--- config.mk ---
export PLATFORM = sky130hd
export DESIGN_NAME = uart_frame_parser
export DESIGN_NICKNAME = d
export VERILOG_FILES = /design/src/rtl/uart_frame_parser.sv
export SDC_FILE = /design/constraint.sdc
export NUM_CORES = 1
export LEC_CHECK = 0
export ABC_AREA = 1
export BUFFER_PORTS_ARGS = -buffer_cell sky130_fd_sc_hd__buf_2
export CAP_MARGIN = 30
export CELL_PAD_IN_SITES_DETAIL_PLACEMENT = 1
export CELL_PAD_IN_SITES_GLOBAL_PLACEMENT = 1
export CORE_UTILIZATION = 44
export CTS_CLUSTER_DIAMETER = 120
export DETAILED_ROUTE_END_ITERATION = 8
export GPL_ROUTABILITY_DRIVEN = 1
export HOLD_SLACK_MARGIN = 0.05
export PLACE_DENSITY_LB_ADDON = 0.1
export SLEW_MARGIN = 10
export SYNTH_ARGS = -nofsm -noshare
export SYNTH_HDL_FRONTEND = slang
export SYNTH_SLANG_ARGS = --single-unit
--- constraint.sdc ---
create_clock -name clk_50M -period 2.3 [get_ports clk_50M]
set_clock_uncertainty 0.15 [all_clocks]
set_input_delay 0.69 -clock clk_50M [delete_from_list [all_inputs] [get_ports clk_50M]]
set_output_delay 0.69 -clock clk_50M [all_outputs]
set_load 0.02 [all_outputs]
--- src/rtl/uart_frame_parser.sv ---
// Command-frame assembler between uart_rx and uart_reg_mapper: header/length/checksum
// validation with inter-byte timeout. Define UART_FRAME_PARSER_ACK_EN to add the ACK/NAK byte request.
module uart_frame_parser #(
    parameter logic [7:0] _HDR0        = 8'hAA,
    parameter logic [7:0] _HDR1        = 8'h55,
    parameter int         _MAX_LEN     = 10,
    parameter int         _TIMEOUT_CYC = 50000
) (
    input  logic       clk_50M,
    input  logic       rst_n,
    input  logic [7:0] rx_data,
    input  logic       rx_valid,
    output logic [7:0] func_reg,
    output logic [7:0] rev_data1,
    output logic [7:0] rev_data2,
    output logic [7:0] rev_data3,
    output logic [7:0] rev_data4,
    output logic [7:0] rev_data5,
    output logic [7:0] rev_data6,
    output logic [7:0] rev_data7,
    output logic [7:0] rev_data8,
    output logic [7:0] rev_data9,
    output logic [7:0] rev_data10,
    output logic       pack_done,
    output logic       chk_err,
    output logic       frm_err,
`ifdef UART_FRAME_PARSER_ACK_EN
    output logic [7:0] tx_byte,
    output logic       tx_req,
`endif
    output logic       busy
);

    localparam int NSLOT = 10;
    localparam int CW    = $clog2(NSLOT);
    localparam int TW    = $clog2(_TIMEOUT_CYC);

    typedef enum logic [2:0] {
        S_IDLE,
        S_HDR1,
        S_FUNC,
        S_LEN,
        S_DATA,
        S_CSUM
    } state_t;

    state_t                     state, state_nxt;
    logic [7:0]                 shd_func;
    logic [NSLOT-1:0][7:0]      shd;
    logic [NSLOT-1:0][7:0]      rev_q;
    logic [7:0]                 sum;
    logic [7:0]                 len;
    logic [CW-1:0]              cnt;
    logic [TW-1:0]              tmo_cnt;
    logic                       tmo_hit;
    logic                       len_ok;
    logic                       good;
    logic                       bad_csum;
    logic                       ferr;

    always_ff @(posedge clk_50M or negedge rst_n) begin
        if (!rst_n) state <= S_IDLE;
        else        state <= state_nxt;
    end

    // A timeout only fires on a cycle with no byte, so it never races a real transition.
    always_comb begin
        state_nxt = state;
        len_ok    = 1'b0;
        good      = 1'b0;
        bad_csum  = 1'b0;
        ferr      = 1'b0;
        tmo_hit   = (state != S_IDLE) && !rx_valid && (tmo_cnt == TW'(_TIMEOUT_CYC - 1));
        if (tmo_hit) begin
            state_nxt = S_IDLE;
            ferr      = 1'b1;
        end else if (rx_valid) begin
            case (state)
                S_IDLE: if (rx_data == _HDR0) state_nxt = S_HDR1;
                S_HDR1: begin
                    if (rx_data == _HDR1)      state_nxt = S_FUNC;
                    else if (rx_data != _HDR0) state_nxt = S_IDLE;
                end
                S_FUNC: state_nxt = S_LEN;
                S_LEN: begin
                    if (rx_data != 8'd0 && rx_data <= 8'(_MAX_LEN)) begin
                        state_nxt = S_DATA;
                        len_ok    = 1'b1;
                    end else begin
                        state_nxt = S_IDLE;
                        ferr      = 1'b1;
                    end
                end
                S_DATA: if ((8'(cnt) + 8'd1) == len) state_nxt = S_CSUM;
                S_CSUM: begin
                    state_nxt = S_IDLE;
                    if (rx_data == sum) good     = 1'b1;
                    else                bad_csum = 1'b1;
                end
                default: state_nxt = S_IDLE;
            endcase
        end
    end

    always_ff @(posedge clk_50M or negedge rst_n) begin
        if (!rst_n) begin
            shd_func  <= '0;
            shd       <= '0;
            rev_q     <= '0;
            func_reg  <= '0;
            sum       <= '0;
            len       <= '0;
            cnt       <= '0;
            tmo_cnt   <= '0;
            pack_done <= 1'b0;
            chk_err   <= 1'b0;
            frm_err   <= 1'b0;
        end else begin
            pack_done <= good;
            chk_err   <= bad_csum;
            frm_err   <= ferr;
            if (state == S_IDLE || rx_valid || tmo_hit) tmo_cnt <= '0;
            else                                        tmo_cnt <= tmo_cnt + 1'b1;
            if (rx_valid) begin
                case (state)
                    S_FUNC: begin
                        shd_func <= rx_data;
                        sum      <= rx_data;
                    end
                    S_LEN: begin
                        sum <= sum + rx_data;
                        len <= rx_data;
                        cnt <= '0;
                        // Clearing every slot leaves the ones above LEN at zero once DATA fills the rest.
                        if (len_ok) shd <= '0;
                    end
                    S_DATA: begin
                        shd[cnt] <= rx_data;
                        sum      <= sum + rx_data;
                        cnt      <= cnt + 1'b1;
                    end
                    default: ;
                endcase
            end
            if (good) begin
                func_reg <= shd_func;
                rev_q    <= shd;
            end
        end
    end

`ifdef UART_FRAME_PARSER_ACK_EN
    always_ff @(posedge clk_50M or negedge rst_n) begin
        if (!rst_n) begin
            tx_byte <= '0;
            tx_req  <= 1'b0;
        end else begin
            tx_req <= good | bad_csum | ferr;
            if (good)                 tx_byte <= 8'h06;
            else if (bad_csum | ferr) tx_byte <= 8'h15;
        end
    end
`endif

    assign busy       = (state != S_IDLE);
    assign rev_data1  = rev_q[0];
    assign rev_data2  = rev_q[1];
    assign rev_data3  = rev_q[2];
    assign rev_data4  = rev_q[3];
    assign rev_data5  = rev_q[4];
    assign rev_data6  = rev_q[5];
    assign rev_data7  = rev_q[6];
    assign rev_data8  = rev_q[7];
    assign rev_data9  = rev_q[8];
    assign rev_data10 = rev_q[9];

endmodule

Word-level counts from Yosys, hierarchy flattened
Index checks and enable logic that the tools add are counted.
Widths: inputs -> output; s select.
{"block": "classes", "add_sub_neg": 4, "n_lt_le_gt_ge": 3, "eq_ne": 15, "mux": 32, "n_reduce_logical": 20}
{"operator": "$pmux 80 s2", "n": 1}
{"operator": "$bwmux 80", "n": 1}
{"operator": "$mux 80", "n": 1}
{"operator": "$demux 8 s4", "n": 1}
{"operator": "$mux 3", "n": 7}
{"operator": "$add 16x1->16 const B", "n": 1}
{"operator": "$eq 16x16->1 const B", "n": 1}
{"operator": "$mux 1", "n": 16}
{"operator": "$mux 16", "n": 1}
{"operator": "$pmux 8 s2", "n": 1}
{"operator": "$pmux 3 s5", "n": 1}
{"operator": "$add 8x8->8", "n": 1}
{"operator": "$eq 5x8->1", "n": 1}
{"operator": "$eq 8x7->1 const B", "n": 1}
{"operator": "$eq 8x8->1", "n": 1}
{"operator": "$eq 8x8->1 const B", "n": 1}
{"operator": "$le 8x4->1 const B", "n": 1}
{"operator": "$mux 8", "n": 1}
{"operator": "$ne 8x8->1 const B", "n": 1}
{"operator": "$pmux 4 s2", "n": 1}
{"operator": "$reduce_and 2->1", "n": 4}
{"operator": "$reduce_bool 8->1", "n": 1}
{"operator": "$eq 3x2->1 const B", "n": 2}
{"operator": "$eq 3x3->1 const B", "n": 2}
{"operator": "17 further kinds", "n": 24}
{"block": "totals", "ff_bits": 218, "input_bits": 11, "out_inout_bits": 92}

Longest topological paths before layout
Gate-level depths: netlist of run 1.
{"block": "logic_depth", "depth_word": 8, "depth_mapped": 12, "depth_no_buf": 12}

Least setup slack after synthesis of run 1
OpenSTA, ideal clock, no wires.
{"block": "synth_timing", "kind": "in2reg", "startpoint": "in rx_data[3]", "endpoint": "reg rev_q, in the netlist rev_data2[0]", "setup_ns": 0.116, "t_arrival_ns": 2.022, "required_ns": 2.034, "setup_slack_ns": 0.012, "stages": 9, "cell_sequence": "ha_1 nor2_1 nand2_1 nor4_2 nand3_2 buf_2 buf_2 nand2_1 nand2_1"}
{"block": "synth_via", "elab_chain_cells": 5}
{"item": "start, declared", "line": "11", "rtl": "input logic [7:0] rx_data,"}
{"item": "$eq 8x8->1", "line": "97", "rtl": "if (rx_data == sum) good = 1'b1;"}
{"item": "$mux 1", "line": "97"}
{"item": "$mux 1", "line": "78", "rtl": "case (state)"}
{"item": "$mux 1", "line": "77", "rtl": "end else if (rx_valid) begin"}
{"item": "$mux 1", "line": "74", "rtl": "if (tmo_hit) begin"}
{"item": "end signal, assigned", "line": "109", "rtl": "rev_q <= '0;"}
{"item": "end signal, assigned", "line": "147", "rtl": "rev_q <= shd;"}
{"item": "end, declared", "line": "50", "rtl": "logic [NSLOT-1:0][7:0] rev_q;"}
No other way between the ends.
A chain may end at the register's enable or synchronous reset.

Final worst setup path of run 1
{"block": "layout_timing", "startpoint": "reg state[1]", "endpoint": "out busy"}
{"block": "layout_via", "elab_chain_cells": 1}
{"item": "start, declared", "line": "47", "rtl": "state_t state, state_nxt;"}
{"item": "start signal, assigned", "line": "63", "rtl": "else state <= state_nxt;"}
{"item": "$reduce_bool 3->1", "line": "165", "rtl": "assign busy = (state != S_IDLE);"}
{"item": "end, declared", "line": "31", "rtl": "output logic busy"}
No other way between the ends.

==> results_dict.tcl, run 1 <==
set metrics [dict create \
    row_count 52 \
    yosysUniqueCellTypes 32 \
    synth_seq_cells 218 \
    async_flop_share_pct 100.0 \
    via_per_inst 5.028 \
    cts-root-buf "clkbuf_16" \
    nNetsFinal 1327 \
    p_total_mw 8.790 \
    io_buffer_count 102 \
    path_class "register to primary output" \
    top_regs "shd: 80 flops, tmo_cnt: 16 flops" \
    synth_flop_cell "dfrtp_1" \
    slew_viol_final 0 \
    clk_path_buf_depth 3 \
    finalSetupTns_ns 0 \
    grt_usage_pct 24.97 \
    grt_max_degree 59 \
    clock_latency_ns 0.51 \
    leakage_nw 6.632 \
    vias 7989 \
    wl_mm 25.92 \
    path_clk_slew_ns 0.06 \
    syn-instance-count 1116 \
    final_common_cell "nand2_1" \
    grt_pass1_wl_mm 43.13 \
    largest_register "shd" \
    dieArea_mm2 0.02168 \
    finalHoldViolations 0 \
    instances_no_fill 1589 \
    antenna_found_initial 0 \
    worst_hold_path_type "register to register" \
    overflow 0 \
    ff2ff_path_depth 12 \
    max_freq_mhz 443.4 \
    start_util_pct 45.44 \
    post_drt_wl_per_cell_um 16.31 \
    htree_levels 1 \
    worst_setup_path_end_kind "primary output" \
    setup.worst_path.start_class "register" \
    cts.sinks 218 \
    slowest_stage "dfrtp_1" \
    endpoint "busy" \
    crit_buf_inv 3 \
    dp_slack_ns -0.2299 \
    crit_family "flip-flops" \
    synth_nets 1140 \
    core_area_mm2 0.02043 \
    r2r-end "state[0]$_DFFE_PN0P_" \
    min_period_ns 2.255 \
    crit_required_ns 1.46 \
    largest_register_ffs 80 \
    crit_arrival_ns 1.42 \
    powerDensity_mw_per_mm2 756.7 \
    slew_headroom_pct 59.43 \
    path_max_fanout 3 \
    cp.depth 5 \
    drt_pass1_iterations 6 \
    detail-route-antenna-nets 0 \
    die_w_um 147.3 \
    avgSynthCellArea_um2 8.319 \
    fillCellCount 2487 \
    crit_chain "inv_2 > nand2_4 > nor2_4 > inv_1 > buf_2" \
    diodes 0 \
    die_height_um 147.3 \
    drc 0 \
    numPlacedInstances 1539 \
    max_stage_delay_ns 0.41 \
    finalCoreUtilization_pct 56.87 \
    crit_start "state[1]$_DFFE_PN0P_" \
    drv_cap 0 \
    fin_area_mm2 0.01162 \
    layout_common_cells "nand2_1 (614), dfrtp_1 (218), buf_2 (101)" \
    status "finished, final reports clean" \
    synth.yosys.seq_area_share_pct 58.76 \
    setup_viol 0 \
    ios 103 \
    grt_pass1_vias 8372 \
    fin_ws_ns 0.04477 \
    dpl_cell_area_mm2 0.01072 \
    netlist_area_mm2 0.009284 \
    synth_edf_count 0 \
    peakVddDrop_mv 0.4496 \
    min_period_over_period_pct 98.05 \
    holdWs_ns 0.3192 \
    place_congestion 0.8513 \
    rrSetupSlack_ns 0.19 \
    cts_buffers 24 \
    drive_gt1_share_pct 19.11 \
    tightest_slew_ns 0.6059 \
    r2r-start "cnt[0]$_DFFE_PN0P_" \
    yosys_warnings 0 \
    drt_iter0_drc 359 \
    synthToLayoutAreaGrowth_pct 25.13 \
    cts_tree "built" \
    hpwlAfterDp_mm 17.44 \
]
## synthesized netlist by cell type (3+ instances only)
cell type / instances / area (um^2)
nand3_1: 22 / 110.1
clkbuf_1: 7 / 26.28
a21oi_1: 19 / 95.09
nand2_1: 615 / 2308
dfrtp_1: 218 / 5455
a31oi_1: 4 / 25.02
xor2_1: 3 / 26.28
nand4_1: 12 / 75.07
nor3_1: 7 / 35.03
nor2_2: 16 / 100.1
ha_1: 12 / 150.1
o22ai_1: 3 / 18.77
o211ai_1: 11 / 82.58
inv_1: 59 / 221.5
o21ai_0: 29 / 145.1
nor2_1: 44 / 165.2
buf_2: 15 / 75.07
## worst reg2reg max path, stage by stage (launching register included)
cell     delay [ns]
dfrtp_1        0.44
inv_1          0.15
ha_1           0.34
inv_1          0.09
nand2_1        0.05
nand2_1        0.06
nand3_1        0.09
nor2_1         0.11
nand3_1        0.10
nand2_1        0.14
nand2_1        0.12
nand3_1        0.10
nand2_1        0.06
## per-layer routing
metal,track usage [%],up-vias,part of all wire [%]
met3,3.012,33,3.4
li1,-,3840,-
met2,43.75,129,50
met1,32.94,3987,45
met5,0,-,0
met4,6.082,0,1.9
## cell type report
cell class	instances	area, um^2	share of cell area, %
clock buffer	36	737.0	6.344
clock inverter	6	86.33	0.7431
inverter	62	232.7	2.003
multi-input combinational	811	3491	30.05
sequential	218	5455	46.96
tap	270	337.8	2.908
timing repair buffer	186	1277	11.00
## power by group
| group | switching, mW | internal (mW) | leakage [nW] | total, mW |
|---|---|---|---|---|
| clock network | 1.52 | 2.43 | 0.404 | 3.95 |
| registers | 0.0563 | 3.91 | 2.99 | 3.97 |
| logic | 0.519 | 0.353 | 3.24 | 0.872 |
| total | 2.10 | 6.69 | 6.63 | 8.79 |
## worst min-delay path by stage
stage | from | to | slack (ns) | cells past startpoint
after floorplan | rst_n | chk_err$_DFF_PN0_ | 0.24 | 0
after global placement | shd[27]$_DFFE_PN0P_ | rev_data4[3]$_DFFE_PN0P_ | 0.30 | 2
after detailed placement | shd[35]$_DFFE_PN0P_ | rev_data5[3]$_DFFE_PN0P_ | 0.31 | 2
after CTS | shd[39]$_DFFE_PN0P_ | shd[39]$_DFFE_PN0P_ | 0.32 | 2
after global routing | rev_data2[5]$_DFFE_PN0P_ | rev_data2[5]$_DFFE_PN0P_ | 0.34 | 2
final | shd[31]$_DFFE_PN0P_ | shd[31]$_DFFE_PN0P_ | 0.32 | 2
## logic make-up after synthesis
logic type	after synthesis	synth area share (%)
adders and majority gates	13	1.833
DFF	218	58.76
AOI/OAI and AO/OA	68	4.111
xor gates and xnor gates	5	0.4718
and+or+nand+nor	725	30.94
buffers and inverters	87	3.881
## timing repair
item                                    CTS  global route
hold buffers                              1             0
gates resized for setup                   4             2
endpoints found under the setup margin    1             1
pin swaps                                 1             0
endpoints found under the hold margin    19             0
setup buffers                             2             5
Power figures use the tool's default switching activity.
==> inputs of run 2 (changes only) <==
--- a/config.mk
+++ b/config.mk
@@ -7,7 +7,7 @@
 export LEC_CHECK = 0
 export ABC_AREA = 1
 export BUFFER_PORTS_ARGS = -buffer_cell sky130_fd_sc_hd__buf_2
-export CAP_MARGIN = 30
+export CAP_MARGIN = 20
 export CELL_PAD_IN_SITES_DETAIL_PLACEMENT = 1
 export CELL_PAD_IN_SITES_GLOBAL_PLACEMENT = 1
 export CORE_UTILIZATION = 44
@@ -16,6 +16,7 @@
 export GPL_ROUTABILITY_DRIVEN = 1
 export HOLD_SLACK_MARGIN = 0.05
 export PLACE_DENSITY_LB_ADDON = 0.1
+export REMOVE_ABC_BUFFERS = 1
 export SLEW_MARGIN = 10
 export SYNTH_ARGS = -nofsm -noshare
 export SYNTH_HDL_FRONTEND = slang
==> run 2 against run 1 <==
  * Clock power fell by 3%
  * Sequential power barely moved
  * Setup slack improved by 0.0012 ns
  * Power fell by 1.9%
  * Count of clock-buffer cells in the layout fell by 2
  * Combinational power fell by 7.9%
  * First-iteration DRC count fell by 7.8%
  * Sequential cell count did not move
==> results_dict.tcl, run 2 (synthesized netlist as in run 1, its figures left out) <==
set metrics [dict create \
    dieArea_mm2 0.02168 \
    tightest_slew_ns 0.4575 \
    p_clk_share_pct 44.7 \
    leakage_nw 6.571 \
    rsz0062_at_grt "no" \
    min_period_ns 2.254 \
    diodes 0 \
    start_util_pct 45.44 \
    layout_common_cells "nand2_1 (614), dfrtp_1 (217), buf_2 (101)" \
    wl_mm 26.16 \
    place_congestion 0.8349 \
    vias 7900 \
    setup.worst_path.start_class "register" \
    final_common_cell "nand2_1" \
    ios 103 \
    nNetsFinal 1315 \
    setup_viol 0 \
    grt_pass1_vias 8510 \
    synthToLayoutAreaGrowth_pct 24.62 \
    p_sw_share_pct 24.10 \
    grt_max_degree 89 \
    intPower_mw 6.545 \
    overflow 0 \
    antenna_found_initial 0 \
    cts-root-buf "clkbuf_16" \
    hpwlAfterDp_mm 17.33 \
    grt_pass1_wl_mm 43.55 \
    grt_usage_pct 25.11 \
    max_freq_mhz 443.6 \
    core_area_mm2 0.02043 \
    worst_hold_path_type "register to register" \
    die_w_um 147.3 \
    status "finished, final reports clean" \
    cts_buffers 24 \
    drv_cap 0 \
    drt_iter0_drc 331 \
    path_clk_slew_ns 0.06 \
    path_class "register to register" \
    row_count 52 \
    finalHoldViolations 0 \
    io_buffer_count 102 \
    peakVddDrop_mv 0.4302 \
    htree_levels 1 \
    crit_arrival_ns 2.49 \
    finalSetupTns_ns 0 \
    cts.sinks 218 \
    slew_viol_final 0 \
    drc 0 \
    post_drt_wl_per_cell_um 16.59 \
    crit_required_ns 2.54 \
    p_comb_share_pct 9.3 \
    min_period_over_period_pct 98.00 \
    holdWs_ns 0.3032 \
    top_regs "shd: 80 flops, tmo_cnt: 16 flops" \
    drt_pass1_iterations 4 \
    via_per_inst 5.010 \
    clk_path_buf_depth 3 \
    cts_tree "built" \
    worst_setup_path_end_kind "register" \
    slew_headroom_pct 69.50 \
    path_max_fanout 88 \
    finalCoreUtilization_pct 56.63 \
    p_switching_mw 2.078 \
    detail-route-antenna-nets 0 \
    die_height_um 147.3 \
    largest_register "shd" \
    largest_register_ffs 80 \
    clock_latency_ns 0.51 \
    drive_gt1_share_pct 18.36 \
    fillCellCount 2520 \
    powerDensity_mw_per_mm2 745.3 \
    seq_power_share_pct 46.0 \
]
## run 2: metrics by stage
stage / std cells / power, mW / setup slack [ns] / area, um^2
finish: 1577 / 8.623 / 0.04592 / 11570
global route: 1577 / 8.984 / 0.0009481 / 11570
CTS: 1576 / 8.686 / 0.005870 / 11520
detailed placement: 1531 / 4.772 / -0.3140 / 10700
global placement: 1531 / 4.737 / -0.1377 / 10700
floorplan: 1091 / 4.415 / -1.572 / 9156
## run 2: power groups by stage
stage / registers (mW) / clock network (mW) / logic (mW)
after global routing: 3.97 / 4.11 / 0.896
final: 3.97 / 3.85 / 0.803
after CTS: 3.97 / 3.93 / 0.785
after floorplan: 4.02 / 0 / 0.396
after global placement: 4.03 / 0 / 0.703
after detailed placement: 4.04 / 0 / 0.736
## run 2: path summary, 6_finish.rpt
| kind | from | endpoint | slack [ns] | cells after the start |
|---|---|---|---|---|
| max | sum[6]$_DFFE_PN0P_ | func_reg[1]$_DFFE_PN0P_ | 0.05 | 9 |
| min | tmo_cnt[0]$_DFF_PN0_ | tmo_cnt[0]$_DFF_PN0_ | 0.30 | 1 |
| max reg2reg | sum[6]$_DFFE_PN0P_ | func_reg[1]$_DFFE_PN0P_ | 0.05 | 9 |
| min reg2reg | tmo_cnt[0]$_DFF_PN0_ | tmo_cnt[0]$_DFF_PN0_ | 0.30 | 1 |
| max in group asynchronous | rst_n | chk_err$_DFF_PN0_ | 0.85 | 3 |
| min in group asynchronous | rst_n | rev_data1[5]$_DFFE_PN0P_ | 0.50 | 2 |
## run 2: critical path: stages (launching register included)
cell and delay [ns]:
dfrtp_1 0.40, ha_1 0.30, nor2_1 0.13, nand2_1 0.13, nor4_4 0.19, buf_4 0.18, nand3_4 0.09, buf_12 0.22
nand2_1 0.16, nand2_1 0.07
## run 2: final cells by class
class	instances	area (um^2)	area share [%]
clock buffer	34	699.4	6.045
clock inverter	8	97.59	0.8435
timing repair buffer	174	1244	10.75
inverter	62	235.2	2.033
tap	270	337.8	2.920
sequential	218	5456	47.16
multi-input combinational	811	3500	30.25
## run 2: per-layer routing
metal / GRT usage, % / vias up / part of all wire [%]
li1: - / 3817 / -
met1: 32.59 / 3900 / 44
met2: 43.87 / 158 / 50
met3: 3.696 / 25 / 4.7
met4: 6.598 / 0 / 1.3
met5: 0 / - / 0
## run 2: repair_timing
item,CTS,global route
setup buffers,2,0
cloned,0,1
pin swaps,1,1
gates resized for setup,3,6
endpoints found under the hold margin,33,0
hold buffers,1,0
setup endpoints to repair,1,13
==> inputs of run 3 (changes only) <==
--- a/config.mk
+++ b/config.mk
@@ -10,6 +10,7 @@
 export CAP_MARGIN = 20
 export CELL_PAD_IN_SITES_DETAIL_PLACEMENT = 1
 export CELL_PAD_IN_SITES_GLOBAL_PLACEMENT = 1
+export CORE_ASPECT_RATIO = 1.1
 export CORE_UTILIZATION = 44
 export CTS_CLUSTER_DIAMETER = 120
 export DETAILED_ROUTE_END_ITERATION = 8
==> run 3 against run 2 <==
  * Highest routed layer unchanged
  * Cell count down 0.70%
  * Global-route usage up 0.22 points
  * Sequential share of layout area down 0.11 points
  * Register-to-register slack better by 0.20 ns
  * Clock power up 2%
  * Hold slack better by 0.014 ns
  * Non-clock buffer count up 2
  * Fmax down 0.15%
  * Combinational power up 2%
  * Die area about the same
  * Critical path depth down 4
  * Setup slack worse by 0.0035 ns
==> results_dict.tcl, run 3 (synthesized netlist as in run 1, its figures left out) <==
set metrics [dict create \
    fin_ws_ns 0.04244 \
    place_congestion 0.8324 \
    grt_pass1_wl_mm 43.53 \
    drive_gt1_share_pct 18.55 \
    fillCellCount 2489 \
    cts_tree "built" \
    finalSetupTns_ns 0 \
    seq_area_mm2 0.005456 \
    grt_max_degree 89 \
    largest_register "shd" \
    start_util_pct 44.97 \
    io_buffer_count 102 \
    die_height_um 154.3 \
    min_from "tmo_cnt[0]$_DFF_PN0_" \
    path_max_fanout 4 \
    clock_latency_ns 0.52 \
    antenna_found_initial 0 \
    peakVddDrop_mv 0.5188 \
    slew_headroom_pct 68.04 \
    die_w_um 140.5 \
    row_count 55 \
    powerDensity_mw_per_mm2 750.8 \
    dp_slack_ns -0.1818 \
    finalHoldViolations 0 \
    holdPathStages 1 \
    r2r-start "sum[1]$_DFFE_PN0P_" \
    ios 103 \
    drv_cap 0 \
    crit_family "flip-flops" \
    finalCoreUtilization_pct 56.17 \
    setup.worst_path.start_class "register" \
    leakage_nw 6.603 \
    hpwlAfterDp_mm 17.94 \
    wl_mm 26.33 \
    rrSetupSlack_ns 0.25 \
    nNetsFinal 1317 \
    crit_chain "inv_2 > nand2_4 > nor2_4 > inv_1 > buf_2" \
    min_period_ns 2.258 \
    cts.sinks 218 \
    layout_common_cells "nand2_1 (614), dfrtp_1 (217), buf_2 (101)" \
    crit_required_ns 1.46 \
    slew_viol_final 0 \
    cts_buffers 24 \
    via_per_inst 5.068 \
    max_freq_mhz 443.0 \
    drt_pass1_iterations 4 \
    vias 7937 \
    dieArea_mm2 0.02168 \
    slowest_stage "dfrtp_1" \
    crit_buf_inv 3 \
    detail-route-antenna-nets 0 \
    largest_register_ffs 80 \
    post_drt_wl_per_cell_um 16.81 \
    crit_arrival_ns 1.42 \
    multi_input_area_mm2 0.003491 \
    holdWs_ns 0.3176 \
    top_regs "shd: 80 flops, tmo_cnt: 16 flops" \
    clk_path_buf_depth 3 \
    grt_pass1_vias 8376 \
    numPlacedInstances 1519 \
    final_common_cell "nand2_1" \
    r2r-end "rev_data9[4]$_DFFE_PN0P_" \
    status "finished, final reports clean" \
    setup_viol 0 \
    min_delay_worst_endpoint "tmo_cnt[0]$_DFF_PN0_" \
    path_clk_slew_ns 0.06 \
    core_area_mm2 0.02064 \
    cts-root-buf "clkbuf_16" \
    grt_usage_pct 25.33 \
    htree_levels 1 \
    overflow 0 \
    worst_setup_path_end_kind "primary output" \
    synthToLayoutAreaGrowth_pct 24.91 \
    max_stage_delay_ns 0.39 \
    min_period_over_period_pct 98.15 \
    tightest_slew_ns 0.4794 \
    ff2ff_path_depth 9 \
    drt_iter0_drc 288 \
    diodes 0 \
    instances_no_fill 1566 \
    path_class "register to primary output" \
    worst_hold_path_type "register to register" \
    drc 0 \
]
-- run 3: layer usage --
| layer | vias to the layer above | routed length, um | GRT usage [%] |
|---|---|---|---|
| li1 | 3837 | - | - |
| met1 | 3937 | 11500 | 32.75 |
| met2 | 132 | 13510 | 45.86 |
| met3 | 31 | 864 | 2.817 |
| met4 | 0 | 444 | 5.331 |
| met5 | - | 0 | 0 |
-- run 3: layout make-up --
| type | count | area share (%) |
|---|---|---|
| clock inverters | 7 | 0.7877 |
| multi-input cells | 811 | 30.10 |
| well taps | 256 | 2.762 |
| flip-flops and latches | 218 | 47.05 |
| clock buffers | 36 | 6.269 |
| repair buffers | 176 | 11.02 |
| inverters | 62 | 2.007 |
-- run 3: report_power, final --
part	internal, mW	switching (mW)	total, mW
logic	0.322	0.494	0.816
registers	3.91	0.0569	3.97
clock network	2.40	1.52	3.92
-- run 3: worst max path at each step --
stage | from | endpoint | cells past startpoint
finish | state[1]$_DFFE_PN0P_ | busy | 5
global route | state[1]$_DFFE_PN0P_ | busy | 5
CTS | state[0]$_DFFE_PN0P_ | busy | 5
detailed placement | rx_data[6] | rev_data7[7]$_DFFE_PN0P_ | 11
global placement | rx_data[6] | rev_data4[3]$_DFFE_PN0P_ | 11
floorplan | rx_data[3] | func_reg[0]$_DFFE_PN0P_ | 8
-- run 3: what timing repair did --
| item | CTS | global route |
|---|---|---|
| hold endpoints to repair | 41 | 0 |
| pin swaps | 0 | 1 |
| setup endpoints to repair | 1 | 2 |
| setup buffers | 0 | 3 |
| hold buffers | 1 | 0 |
| cloned | 0 | 0 |
| resized for setup | 5 | 2 |
-- run 3: per-stage QoR --
stage | cell area [um^2] | total power [mW]
floorplan | 9156 | 4.415
global placement | 10730 | 4.767
detailed placement | 10730 | 4.788
CTS | 11570 | 8.753
global route | 11600 | 9.041
finish | 11600 | 8.706
